`src/rtl/acl_sample_ctrl_pkg.sv`:
```
`default_nettype none
// ============================================================================
// Module   : acl_pkg
// Purpose  : ADXL345 register map, configuration values, controller state
//            encoding and the per-state transmit byte lookup.
// Revision : 1.0 - initial release
// ============================================================================
package acl_pkg;

    localparam logic [7:0] c_DATA_FORMAT_ADDR = 8'h31;
    localparam logic [7:0] c_POWER_CTL_ADDR   = 8'h2D;
    localparam logic [7:0] c_DATAX0_ADDR      = 8'h32;

    // +-2 g, 10-bit, right-justified; measurement mode
    localparam logic [7:0] c_DATA_FORMAT_VAL  = 8'h00;
    localparam logic [7:0] c_POWER_CTL_VAL    = 8'h08;

    // Read bit (7) and multi-byte bit (6) on top of the DATAX0 address
    localparam logic [7:0] c_READ_CMD         = 8'hC0 | c_DATAX0_ADDR;

    localparam logic [2:0] c_CFG_BYTES        = 3'd2;
    localparam logic [2:0] c_READ_BYTES       = 3'd7;

    typedef enum logic [2:0] {
        RST_WAIT = 3'd0,
        CFG_FMT  = 3'd1,
        CFG_PWR  = 3'd2,
        IDLE     = 3'd3,
        READ     = 3'd4,
        GAP      = 3'd5,
        LATCH    = 3'd6
    } acl_state_t;

    // Byte to shift out for position idx of the frame owned by state st
    function automatic logic [7:0] tx_byte(input acl_state_t st, input logic [2:0] idx);
        logic [7:0] b;
        b = 8'h00;
        case (st)
            CFG_FMT: b = (idx == 3'd0) ? c_DATA_FORMAT_ADDR : c_DATA_FORMAT_VAL;
            CFG_PWR: b = (idx == 3'd0) ? c_POWER_CTL_ADDR   : c_POWER_CTL_VAL;
            READ:    b = (idx == 3'd0) ? c_READ_CMD         : 8'h00;
            default: b = 8'h00;
        endcase
        return b;
    endfunction

endpackage
`default_nettype wire

```
`src/rtl/acl_sample_ctrl_if.sv`:
```
`default_nettype none
// ============================================================================
// Module   : acl_sample_ctrl_if
// Purpose  : Byte-level SPI engine handshake plus sensor chip select.
//            master = sampling controller, slave = byte engine.
// Revision : 1.0 - initial release
// ============================================================================
interface acl_sample_ctrl_if;
    logic       SPI_BUSY;
    logic       SPI_DONE;
    logic [7:0] SPI_RXDATA;
    logic       SPI_START;
    logic [7:0] SPI_TXDATA;
    logic       SS_N;

    modport master (
        output SPI_START, SPI_TXDATA, SS_N,
        input  SPI_BUSY, SPI_DONE, SPI_RXDATA
    );

    modport slave (
        input  SPI_START, SPI_TXDATA, SS_N,
        output SPI_BUSY, SPI_DONE, SPI_RXDATA
    );
endinterface
`default_nettype wire

```
`src/rtl/acl_tick_gen.sv`:
```
`default_nettype none
// ============================================================================
// Module   : acl_tick_gen
// Purpose  : Free-running 0..SAMPLE_DIV-1 counter; one-cycle tick on wrap.
// Revision : 1.0 - initial release
// ============================================================================
module acl_tick_gen #(
    parameter int SAMPLE_DIV = 1_000_000
) (
    input  wire logic CLK,
    input  wire logic RST,
    output logic      o_tick
);
    localparam int              c_CW   = $clog2(SAMPLE_DIV);
    localparam logic [c_CW-1:0] c_LAST = c_CW'(SAMPLE_DIV - 1);

    logic [c_CW-1:0] r_cnt;

    // Wrap counter; runs regardless of controller state
    always_ff @(posedge CLK) begin
        if (RST) begin
            r_cnt <= '0;
        end else if (r_cnt == c_LAST) begin
            r_cnt <= '0;
        end else begin
            r_cnt <= r_cnt + 1'b1;
        end
    end

    assign o_tick = (r_cnt == c_LAST);
endmodule
`default_nettype wire

```
`src/rtl/acl_sample_ctrl.sv`:
```
`default_nettype none
// ============================================================================
// Module   : acl_sample_ctrl
// Purpose  : Configures an ADXL345 over a byte SPI engine, then burst-reads
//            DATAX0..DATAZ1 every sample tick and presents coherent 10-bit
//            axis words with a one-cycle valid strobe.
// Revision : 1.0 - initial release
// ============================================================================
module acl_sample_ctrl
    import acl_pkg::*;
#(
    parameter int SAMPLE_DIV = 1_000_000,
    parameter int CS_GAP     = 16
) (
    input  wire logic          CLK,
    input  wire logic          RST,
    acl_sample_ctrl_if.master  spi,
    output logic [9:0]         xAxis,
    output logic [9:0]         yAxis,
    output logic [9:0]         zAxis,
    output logic               DATA_VALID,
    output logic               CFG_DONE,
    output logic               OVERRUN
);
    localparam int              c_GW       = $clog2(CS_GAP + 1);
    localparam logic [c_GW-1:0] c_GAP_LAST = c_GW'(CS_GAP - 1);

    acl_state_t      r_state;
    acl_state_t      r_gap_ret;     // where RST_WAIT/GAP go once SS_N idled long enough
    logic [c_GW-1:0] r_gap_cnt;
    logic [2:0]      r_idx;         // byte position inside current frame
    logic            r_xfer;        // one byte transfer outstanding
    logic            r_pending;
    logic [7:0]      r_x0, r_y0, r_z0;
    logic [1:0]      r_x1, r_y1;
    logic            r_ss_n;
    logic            r_start;
    logic [7:0]      r_txdata;
    logic [9:0]      r_x, r_y, r_z;
    logic            r_dv;
    logic            r_cfg_done;
    logic            r_ovr;

    logic            w_tick;
    logic [2:0]      w_nbytes;
    logic            w_last;

    acl_tick_gen #(.SAMPLE_DIV(SAMPLE_DIV)) u_tick (
        .CLK    (CLK),
        .RST    (RST),
        .o_tick (w_tick)
    );

    assign w_nbytes = (r_state == READ) ? c_READ_BYTES : c_CFG_BYTES;
    assign w_last   = (r_idx == (w_nbytes - 3'd1));

    // Sequencer, byte handshake, tick bookkeeping and output registers
    always_ff @(posedge CLK) begin
        if (RST) begin
            r_state    <= RST_WAIT;
            r_gap_ret  <= CFG_FMT;
            r_gap_cnt  <= '0;
            r_idx      <= 3'd0;
            r_xfer     <= 1'b0;
            r_pending  <= 1'b0;
            r_x0       <= 8'h00;
            r_y0       <= 8'h00;
            r_z0       <= 8'h00;
            r_x1       <= 2'b00;
            r_y1       <= 2'b00;
            r_ss_n     <= 1'b1;
            r_start    <= 1'b0;
            r_txdata   <= 8'h00;
            r_x        <= 10'd0;
            r_y        <= 10'd0;
            r_z        <= 10'd0;
            r_dv       <= 1'b0;
            r_cfg_done <= 1'b0;
            r_ovr      <= 1'b0;
        end else begin
            r_start <= 1'b0;
            r_dv    <= 1'b0;
            r_ovr   <= 1'b0;

            // A tick outside IDLE is remembered once; a second one is dropped
            if (w_tick && r_cfg_done && (r_state != IDLE)) begin
                if (r_pending) begin
                    r_ovr <= 1'b1;
                end else begin
                    r_pending <= 1'b1;
                end
            end

            case (r_state)
                RST_WAIT, GAP: begin
                    if (r_gap_cnt == c_GAP_LAST) begin
                        r_gap_cnt <= '0;
                        r_state   <= r_gap_ret;
                        if (r_gap_ret == IDLE) begin
                            r_cfg_done <= 1'b1;
                        end
                    end else begin
                        r_gap_cnt <= r_gap_cnt + 1'b1;
                    end
                end

                IDLE: begin
                    if (w_tick || r_pending) begin
                        r_pending <= 1'b0;
                        r_state   <= READ;
                    end
                end

                CFG_FMT, CFG_PWR, READ: begin
                    if (r_ss_n) begin
                        // Select the sensor a cycle ahead of the first byte
                        r_ss_n <= 1'b0;
                    end else if (r_xfer && spi.SPI_DONE) begin
                        r_xfer <= 1'b0;
                        if (r_state == READ) begin
                            case (r_idx)
                                3'd1:    r_x0 <= spi.SPI_RXDATA;
                                3'd2:    r_x1 <= spi.SPI_RXDATA[1:0];
                                3'd3:    r_y0 <= spi.SPI_RXDATA;
                                3'd4:    r_y1 <= spi.SPI_RXDATA[1:0];
                                3'd5:    r_z0 <= spi.SPI_RXDATA;
                                3'd6: begin
                                    r_x  <= {r_x1, r_x0};
                                    r_y  <= {r_y1, r_y0};
                                    r_z  <= {spi.SPI_RXDATA[1:0], r_z0};
                                    r_dv <= 1'b1;
                                end
                                default: ;
                            endcase
                        end
                        if (w_last) begin
                            r_idx     <= 3'd0;
                            r_ss_n    <= 1'b1;
                            r_gap_ret <= (r_state == CFG_FMT) ? CFG_PWR : IDLE;
                            r_state   <= (r_state == READ) ? LATCH : GAP;
                        end else begin
                            r_idx <= r_idx + 3'd1;
                        end
                    end else if (!r_xfer && !spi.SPI_BUSY) begin
                        r_start  <= 1'b1;
                        r_txdata <= tx_byte(r_state, r_idx);
                        r_xfer   <= 1'b1;
                    end
                end

                LATCH: begin
                    r_state <= GAP;
                end

                default: begin
                    r_state <= RST_WAIT;
                end
            endcase
        end
    end

    assign spi.SPI_START  = r_start;
    assign spi.SPI_TXDATA = r_txdata;
    assign spi.SS_N       = r_ss_n;
    assign xAxis          = r_x;
    assign yAxis          = r_y;
    assign zAxis          = r_z;
    assign DATA_VALID     = r_dv;
    assign CFG_DONE       = r_cfg_done;
    assign OVERRUN        = r_ovr;
endmodule
`default_nettype wire

```
`src/flat_wrapper.sv`:
```
// flat-port wrapper written by rule: the top's interface ports become plain ports
module acl_sample_ctrl_flat import acl_pkg::*;
#(
    parameter int SAMPLE_DIV = 1_000_000,
    parameter int CS_GAP     = 16
)
  (CLK, RST, xAxis, yAxis, zAxis, DATA_VALID, CFG_DONE, OVERRUN, spi_SPI_START, spi_SPI_TXDATA, spi_SS_N, spi_SPI_BUSY, spi_SPI_DONE, spi_SPI_RXDATA);
  acl_sample_ctrl_if spi_i ();
  input  wire logic CLK;
  input  wire logic RST;
  output logic [9:0] xAxis;
  output logic [9:0] yAxis;
  output logic [9:0] zAxis;
  output logic DATA_VALID;
  output logic CFG_DONE;
  output logic OVERRUN;
  output wire logic [$bits(spi_i.SPI_START)-1:0] spi_SPI_START;
  output wire logic [$bits(spi_i.SPI_TXDATA)-1:0] spi_SPI_TXDATA;
  output wire logic [$bits(spi_i.SS_N)-1:0] spi_SS_N;
  input wire logic [$bits(spi_i.SPI_BUSY)-1:0] spi_SPI_BUSY;
  input wire logic [$bits(spi_i.SPI_DONE)-1:0] spi_SPI_DONE;
  input wire logic [$bits(spi_i.SPI_RXDATA)-1:0] spi_SPI_RXDATA;
  assign spi_SPI_START = spi_i.SPI_START;
  assign spi_SPI_TXDATA = spi_i.SPI_TXDATA;
  assign spi_SS_N = spi_i.SS_N;
  assign spi_i.SPI_BUSY = spi_SPI_BUSY;
  assign spi_i.SPI_DONE = spi_SPI_DONE;
  assign spi_i.SPI_RXDATA = spi_SPI_RXDATA;
  acl_sample_ctrl #(.SAMPLE_DIV(SAMPLE_DIV), .CS_GAP(CS_GAP)) u_core (.CLK(CLK), .RST(RST), .spi(spi_i), .xAxis(xAxis), .yAxis(yAxis), .zAxis(zAxis), .DATA_VALID(DATA_VALID), .CFG_DONE(CFG_DONE), .OVERRUN(OVERRUN));
endmodule
```
`config.mk`:
```
export PLATFORM = sky130hd
export DESIGN_NAME = acl_sample_ctrl_flat
export DESIGN_NICKNAME = d
export VERILOG_FILES = /design/src/rtl/acl_sample_ctrl_pkg.sv /design/src/rtl/acl_sample_ctrl_if.sv /design/src/rtl/acl_tick_gen.sv /design/src/rtl/acl_sample_ctrl.sv /design/src/flat_wrapper.sv
export SDC_FILE = /design/constraint.sdc
export NUM_CORES = 1
export LEC_CHECK = 0
export ABC_AREA = 1
export BUFFER_PORTS_ARGS = -buffer_cell sky130_fd_sc_hd__clkbuf_2
export CORE_MARGIN = 2
export CORE_UTILIZATION = 52
export DETAILED_ROUTE_END_ITERATION = 10
export PLACE_DENSITY = 0.81
export SLEW_MARGIN = 30
export SYNTH_ARGS = -nofsm -noshare
export SYNTH_HDL_FRONTEND = slang
export SYNTH_SLANG_ARGS = --single-unit
```
`constraint.sdc`:
```
create_clock -name CLK -period 1.35 [get_ports CLK]
set_input_delay 0.135 -clock CLK [delete_from_list [all_inputs] [get_ports CLK]]
set_output_delay 0.135 -clock CLK [all_outputs]
set_load 0.005 [all_outputs]
```
Word-level counts from Yosys, hierarchy flattened
Cells that the tools add are included.
Storage, ports and cells
  register bits after elaboration: 107
  bits in latches: 0
  memory bits (writable): 0
  ROM bits: 0
  input bits: 12
  output and inout bits: 43
  memories kept: 0
Operators by class
  $add $sub $neg: 4
  $mul: 0
  div/mod/pow operators: 0
  $lt $le $gt $ge: 0
  equal/unequal tests: 22
  shift-type cells: 0
  mux-type cells: 26
  bitwise gates (word level): 5
  reductions and logical operators: 28
Operators by type and width (number)
  AND reduction 5 bit: 7
  one-hot mux 8 bit (3 select lines): 1
  two-way mux 3 bit: 7
  adder 20 x 1 -> 20 bit (second input constant): 1
  equality test 20 bit (second input constant): 1
  equality test 3 bit (second input constant): 6
  equality test 3 x 2 -> 1 bit (second input constant): 5
  two-way mux 1 bit: 12
  two-way mux 6 bit: 2
  one-hot mux 3 bit (4 select lines): 1
  AND reduction 3 bit: 3
  two-way mux 8 bit: 1
  inequality test 2 x 1 -> 1 bit (second input constant): 4
  AND reduction 4 bit: 2
  equality test 3 x 1 -> 1 bit (second input constant): 2
  logical NOT 3 bit: 2
  OR reduction 2 bit: 3
  adder 5 x 1 -> 5 bit (second input constant): 1
  equality test 5 x 4 -> 1 bit (second input constant): 1
  two-way mux 5 bit: 1
  inverter 1 bit: 5
  OR reduction 5 bit: 1
  logical AND 1 bit: 4
  OR reduction 4 bit: 1
  other kinds (10): 11

Logic depth before layout (Yosys ltp)
Gate-level depths: netlist of run 1.
  depth after elaboration: 8
  depth in mapped cells: 10
  depth with buffers taken out: 10

By module
From an unflattened synthesis of run 1, not the netlist that was laid out.
Second synthesis, totals
  cells, all modules: 582
  area total of the unflattened synthesis: 4466.8 um^2
Modules (own cells, without submodules)
  acl_sample_ctrl: times used 1, cells each 420, area an instance 3380.7 um^2, sequential area each 1681.6 um^2
  acl_tick_gen: times used 1, cells each 162, area an instance 1086.0 um^2, sequential area each 400.4 um^2

Worst setup path before layout of run 1
OpenSTA, ideal clock, no wires.
  kind: register to register
  start point: register u_core.u_tick.r_cnt[0]
  end point: register u_core.u_tick.r_cnt[12]
  setup time: 0.080 ns
  data arrival time: 1.432 ns
  data required time: 1.270 ns
  path slack: -0.162 ns
  cell stages (with the launch flop): 9
  path buffers: 0
  clock period less this slack: 1.512 ns
  path through: dfxtp_1 > ha_1 > nand3_2 > nor2_1 > nand3_2 > nor2_2 > nand2_1 > nand2_1 > nor3b_1
Between the ends
  longest elaborated chain between the ends: 2
RTL lines
  start, declared: RTL line acl_tick_gen.sv:17  | logic [c_CW-1:0] r_cnt;
  start signal, assigned: RTL line acl_tick_gen.sv:26  | r_cnt <= r_cnt + 1'b1;
  branches (longest 2 deep; another with adder 20 x 1 -> 20 bit)
Several ways; the timed one is not identified.
A chain may end at the register's enable or synchronous reset.

Worst setup path after layout of run 1
  start point: register u_core.r_state[1]
  end point: register u_core.r_z[2], in the netlist u_core.zAxis[2]
Between the ends
  longest elaborated chain between the ends: 3
RTL lines
  start, declared: RTL line acl_sample_ctrl.sv:28  | acl_state_t r_state;
  start signal, assigned: RTL line acl_sample_ctrl.sv:98  | r_state <= r_gap_ret;
  start signal, assigned: RTL line acl_sample_ctrl.sv:140  | r_state <= (r_state == READ) ? LATCH : GAP;
  equality test 3 x 2 -> 1 bit, or another cell as far along: RTL line acl_sample_ctrl.sv:94  | case (r_state)
  OR reduction 3 bit: RTL line acl_sample_ctrl.sv:94
  AND reduction 5 bit (no source line) *
  end signal, assigned: RTL line acl_sample_ctrl.sv:130  | r_z <= {spi.SPI_RXDATA[1:0], r_z0};
  end, declared: RTL line acl_sample_ctrl.sv:39  | logic [9:0] r_x, r_y, r_z;
Every way passes the cells marked *; elsewhere a longest branch is shown, timed or not.

==> impl_metrics.toml, run 1 <==
[cts]
cts_buffers = 9
cts_max_level = 3
cts_hold_buf = 0
root_buffer = "clkbuf_8"
cts.reportedPaths.clkPinSlew_ns = 0.12
clock-sinks = 104
clock_path_buffers = 2
worstSkewPairLatency_ns = 0.39
cts_tree = "done"

[timing]
period_share = 1.21
finalHoldViolCount = 0
setup_viol = 94
worst_pin_slew_ns = 0.544
layout_setup_ws_ns = -0.285
fin_worst_skew_ns = 0.0175
slew_viol_final = 0
period_needed_ns = 1.64
finalSetupTns_ns = -14.66
slew_headroom = 0.633
rsz0062_at_grt = "true"
fmax_ghz = 0.612

[power_and_ir_drop]
p_leak_nw = 2.46
peakVddDrop_mv = 0.670
powerDensity_nw_per_um2 = 1120

[logic_synthesis]
syn_inst = 566
synth.top_cells.by_count = "dfxtp_1 (104), inv_1 (82), a21oi_1 (73)"
yosysUniqueCellTypes = 36
synth-main-ff-cell = "dfxtp_1"
ys_warn_count = 0
synth.largest_area_cell = "dfxtp_1"
syn_area_um2 = 4370
avgSynthCellArea_um2 = 7.72
yosysTopAreaCellShare = 0.476
ys_ff_latch = 104
syn_nets = 585
synth-edff-count = 0
async_reset_ff_frac = 0
ys_seq_area_frac = 0.476
synthTopCellsByArea = "dfxtp_1 (48%), a21oi_1 (8.4%), inv_1 (7.0%)"
yosysMostFrequentCell = "dfxtp_1"

[setup_path]
crit_buf_inv = 3
regToRegSetupSlack_ns = -0.29
crit_family = "simple AND/OR/NAND/NOR gates"
critPathArrivalTime_ns = 1.93
start_kind = "register"
required_ns = 1.64
cp_cell_sequence = "nor2_4, nand2_4, nand3_4, nand2_4, inv_8, nand3_4, buf_12, buf_16, o21ai_2, a21oi_1"
critical_path.max_fanout = 8
timing.rr.end = "u_core.zAxis[2]$_SDFFE_PP0P_"
slowest_delay_ns = 0.39
crit_slowest_cell = "dfxtp_4"
ff2ff_path_depth = 10
end_kind = "register"
crit_type = "register to register"
worstReg2RegStart = "u_core.r_state[1]$_SDFFE_PP0P_"

[routing]
via_per_inst = 6.07
firstDrtPassIters = 5
vias = 4785
drt_iter0_drc = 488
wire_per_inst_um = 20.4
drt_wl_total_mm = 16.0
drtAntennaViolNets = 0
drc = 0

[cells_and_area]
antenna_cells = 0
filler_cell_count = 439
area_delta_synth_final_pct = 46.0
fin_util = 0.781
fin_nets = 697
drive_above_1_share = 0.467

[placement]
numPortBuffers = 54
place.detailed.hpwl_mm = 6.71
gp_congestion = 0.890

[die]
num_rows = 33
die_h_um = 95.7
start_util = 0.535
die_area_um2 = 9150
num_io_pins = 55
core_um2 = 8180
fp.dieW_um = 95.7

[global_routing]
grt_usage = 0.310
grt_pass1_vias = 4487
overflow = 0
grt_pass1_wl_mm = 21.8
antenna_found_initial = 0
grt_max_degree = 67

[min_path]
holdPathEnd = "u_core.r_y0[5]$_SDFFE_PP0P_"
min_path_type = "input pin to register"
whs_path_depth = 3
hp-start = "spi_SPI_RXDATA[5]"

[run_status]
violations = "negative setup slack"
outcome = "complete, but fails checks"

[run]
cap_violations = 0
==> worst max path at each step <==
stage | startpoint | endpoint | slack, ns | depth (start not counted)
final | u_core.r_state[1]$_SDFFE_PP0P_ | u_core.zAxis[2]$_SDFFE_PP0P_ | -0.29 | 10
after global routing | u_core.r_state[1]$_SDFFE_PP0P_ | u_core.zAxis[2]$_SDFFE_PP0P_ | -0.32 | 10
after CTS | u_core.r_state[0]$_SDFFE_PP0P_ | u_core.xAxis[6]$_SDFFE_PP0P_ | -0.14 | 10
after detailed placement | u_core.r_state[1]$_SDFFE_PP0P_ | u_core.zAxis[7]$_SDFFE_PP0P_ | -0.17 | 9
after global placement | u_core.r_state[1]$_SDFFE_PP0P_ | u_core.zAxis[2]$_SDFFE_PP0P_ | -0.07 | 9
after floorplan | u_core.r_state[0]$_SDFFE_PP0P_ | u_core.xAxis[8]$_SDFFE_PP0P_ | -0.002 | 9
==> kinds of logic after synthesis <==
| group | Yosys count | share of synthesized area |
|---|---|---|
| AOI/OAI and AO/OA | 144 | 0.169 |
| adders and majority gates | 7 | 0.0200 |
| buffers and inverters | 111 | 0.103 |
| xor gates and xnor gates | 6 | 0.0120 |
| DFF | 104 | 0.476 |
| and+or+nand+nor | 194 | 0.219 |
==> metal layers <==
| layer | track usage | vias up | part of all wire |
|---|---|---|---|
| li1 | - | 2079 | - |
| met1 | 0.367 | 2234 | 0.37 |
| met2 | 0.523 | 358 | 0.49 |
| met3 | 0.0522 | 114 | 0.084 |
| met4 | 0.190 | 0 | 0.058 |
| met5 | 0 | - | 0 |
==> repair_timing <==
action / in CTS / in global routing
setup endpoints to repair: 91 / 100
resized for setup: 125 / 108
pin swaps: 23 / 36
cloned: 8 / 0
setup buffers: 17 / 5
endpoints found under the hold margin: 0 / 0
==> worst reg2reg max path: cells and delay by family, from the launching register on <==
family	cells	cell delay (ns)
simple gates	5	0.55
compound gates	2	0.21
flops	1	0.39
buf+inv	3	0.40
==> cell type report <==
cell class	count	area, um2	area share
Clock buffer	9	124	0.0194
Clock inverter	7	72.6	0.0114
Timing Repair Buffer	120	968	0.152
Sequential cell	104	2110	0.331
Multi-Input combinational cell	353	2620	0.411
Tap cell	105	131	0.0206
Inverter	90	353	0.0553
==> power by group <==
| group | switching, W | internal [W] |
|---|---|---|
| logic | 0.00112 | 0.000719 |
| clock network | 0.00125 | 0.000726 |
| registers | 0.000145 | 0.00318 |
==> sequential cells by signal, indices dropped and copies added, names as in the netlist, 2 cells and up <==
register               cells
u_core.r_state             3
u_core.r_gap_ret           2
u_core.r_y0                8
u_core.spi.SPI_TXDATA      6
u_core.r_x0                8
u_core.zAxis              10
u_core.xAxis              10
u_core.r_y1                2
u_core.r_x1                2
u_core.r_z0                8
u_core.yAxis              10
u_core.u_tick.r_cnt       20
u_core.r_gap_cnt           5
u_core.r_idx               3
==> placed cells by master (no fill, tap or decap), drive strengths merged, types with 19 or more instances in the layout <==
| master | synthesis | final |
|---|---|---|
| inv | 90 | 93 |
| buf | 12 | 66 |
| nor2 | 55 | 55 |
| o21ai | 65 | 65 |
| a21oi | 73 | 73 |
| dfxtp | 104 | 104 |
| clkbuf | 9 | 63 |
| nand2 | 70 | 70 |
| nand3 | 30 | 32 |
| nor3 | 19 | 19 |
==> per-stage QoR <==
stage / area [um2] / total power [W] / hold slack [ns] / worst slack [ns] / cells
floorplan: 4390 / 0.00397 / 0.270 / -0.00226 / 566
global placement: 5050 / 0.00435 / 0.433 / -0.0703 / 746
detailed placement: 5050 / 0.00439 / 0.433 / -0.165 / 746
CTS: 5990 / 0.00656 / 0.0601 / -0.138 / 786
global route: 6380 / 0.00732 / 0.0798 / -0.325 / 788
finish: 6380 / 0.00715 / 0.0575 / -0.285 / 788
Note: power is estimated with default switching activity, not from simulation.
==> inputs of run 2 (changes only) <==
--- a/config.mk
+++ b/config.mk
@@ -9,6 +9,8 @@
 export BUFFER_PORTS_ARGS = -buffer_cell sky130_fd_sc_hd__clkbuf_2
+export CELL_PAD_IN_SITES_DETAIL_PLACEMENT = 1
+export CELL_PAD_IN_SITES_GLOBAL_PLACEMENT = 1
 export CORE_MARGIN = 2
-export CORE_UTILIZATION = 52
+export CORE_UTILIZATION = 38
 export DETAILED_ROUTE_END_ITERATION = 10
-export PLACE_DENSITY = 0.81
+export PLACE_DENSITY = 0.8
 export SLEW_MARGIN = 30
--- a/constraint.sdc
+++ b/constraint.sdc
@@ -3,2 +3,2 @@
 set_output_delay 0.135 -clock CLK [all_outputs]
-set_load 0.005 [all_outputs]
+set_load 0.02 [all_outputs]
==> impl_metrics.toml, run 2 (synthesis gave the netlist of run 1 again) <==
[cts]
clock-sinks = 104
root_buffer = "clkbuf_16"
cts_max_level = 3
cts_buffers = 9
clock_path_buffers = 2
cts_hold_buf = 0
cts_tree = "done"
worstSkewPairLatency_ns = 0.36
cts.reportedPaths.clkPinSlew_ns = 0.08

[global_routing]
grt_max_degree = 67
grt_pass1_vias = 4413
antenna_found_initial = 0
grt_usage = 0.210
overflow = 0
grt_pass1_wl_mm = 21.3

[setup_path]
ff2ff_path_depth = 7
crit_slowest_cell = "dfxtp_1"
slowest_delay_ns = 0.45
timing.rr.end = "u_core.u_tick.r_cnt[18]$_SDFF_PP0_"
start_kind = "register"
end_kind = "register"
critPathArrivalTime_ns = 1.87
required_ns = 1.60
worstReg2RegStart = "u_core.u_tick.r_cnt[12]$_SDFF_PP0_"
critical_path.max_fanout = 4
regToRegSetupSlack_ns = -0.26
critPathMostFrequentCell = "nand2_1"
crit_type = "register to register"
cp_cell_sequence = "inv_1, nor3_1, nand3_1, nor2_1, nand2_1, nand2_1, a21oi_1"
cp-startpoint = "u_core.u_tick.r_cnt[12]$_SDFF_PP0_"

[routing]
vias = 4426
drtAntennaViolNets = 0
firstDrtPassIters = 4
drc = 0
drt_wl_total_mm = 15.9
wire_per_inst_um = 19.1
drt_iter0_drc = 141
via_per_inst = 5.31

[cells_and_area]
finalNonFillerCells = 833
filler_cell_count = 1358
fin_nets = 704
antenna_cells = 0
area_delta_synth_final_pct = 43.5
largest-register = "u_core.u_tick.r_cnt"
largest_register_ffs = 20
layout_commonest_cell = "dfxtp_1"
design_area_um2 = 6270
drive_above_1_share = 0.413
final_cell_mix = "dfxtp_1 (86), inv_1 (78), buf_4 (56)"

[power_and_ir_drop]
intPower_w = 0.00531
netSwitchingPower_w = 0.00239
peakVddDrop_mv = 0.726
pwr-share-seq = 0.431
power.total_w = 0.00770
powerDensity_nw_per_um2 = 1230
power.share.switching = 0.311
p_leak_nw = 2.54
power.share.clock = 0.370
p_comb_frac = 0.200

[min_path]
min_path_type = "input pin to register"
hp-start = "spi_SPI_BUSY"
whs_path_depth = 4
holdPathEnd = "u_core.spi.SPI_TXDATA[3]$_SDFFE_PP0P_"

[placement]
gp_congestion = 0.769
dp_cells = 797
dpl-instance-area_um2 = 5220
place.detailed.hpwl_mm = 8.74
numPortBuffers = 54

[timing]
period_share = 1.20
rsz0062_at_grt = "true"
period_needed_ns = 1.61
slew_viol_final = 0
slew_headroom = 0.762
finalHoldViolCount = 0
worst_pin_slew_ns = 0.356
fmax_ghz = 0.619
finalSetupTns_ns = -12.00
setup_viol = 85
timing.hold.ws_ns = 0.103
fin_worst_skew_ns = 0.0115
layout_setup_ws_ns = -0.265

[die]
core_um2 = 11300
start_util = 0.386
die_area_um2 = 12400
num_rows = 39
num_io_pins = 55
die_h_um = 111
fp.dieW_um = 111

[run]
cap_violations = 0

[run_status]
outcome = "complete, but fails checks"
violations = "negative setup slack"
-- run 2: critical path: cells and delay by family, from the launching register on --
family | cells | cell delay (ns)
DFF | 1 | 0.45
buffers and inverters | 1 | 0.13
and+or+nand+nor | 5 | 0.85
AOI/OAI and AO/OA | 1 | 0.08
-- run 2: per-stage QoR --
step	setup slack, ns	util
2_1_floorplan	-0.00229	-
3_3_place_gp	-0.0728	0.461
3_5_place_dp	-0.187	0.461
4_1_cts	-0.121	0.508
5_1_grt	-0.327	0.554
6_report	-0.265	0.554
-- run 2: metal layers --
metal  share of wire  vias to the layer above  track usage
met4           0.037                        0       0.0848
met5               0                        -            0
met3           0.032                       50       0.0317
met1            0.41                     2182        0.252
met2            0.53                      107        0.374
li1                -                     2087            -
-- run 2: worst max path at each step --
stage | end | cells past startpoint
3_3_place_gp | u_core.r_gap_ret[0]$_SDFFE_PP1P_ | 9
4_1_cts | u_core.zAxis[6]$_SDFFE_PP0P_ | 9
5_1_grt | u_core.r_state[0]$_SDFFE_PP0P_ | 10
6_report | u_core.u_tick.r_cnt[18]$_SDFF_PP0_ | 7
3_5_place_dp | u_core.zAxis[7]$_SDFFE_PP0P_ | 9
2_1_floorplan | u_core.xAxis[8]$_SDFFE_PP0P_ | 9
-- run 2: what timing repair did --
action | 4_1_cts | 5_1_grt
setup buffers | 5 | 11
cloned | 1 | 3
resized for setup | 56 | 110
setup endpoints to repair | 88 | 100
pin swaps | 14 | 28
-- run 2: power groups by stage --
stage                     logic (W)  registers, W  clock network, W
after CTS                   0.00129       0.00330           0.00281
after detailed placement    0.00118       0.00335                 0
after global placement      0.00112       0.00334                 0
final                       0.00154       0.00331           0.00285
after global routing        0.00167       0.00333           0.00295
after floorplan            0.000640       0.00337                 0
-- run 2: final cells by class --
class | instances | area (um2) | area share
Timing Repair Buffer | 128 | 973 | 0.155
Multi-Input combinational cell | 352 | 2340 | 0.372
Clock inverter | 6 | 73.8 | 0.0118
Sequential cell | 104 | 2120 | 0.339
Inverter | 90 | 348 | 0.0554
Clock buffer | 10 | 239 | 0.0381
Tap cell | 143 | 179 | 0.0285
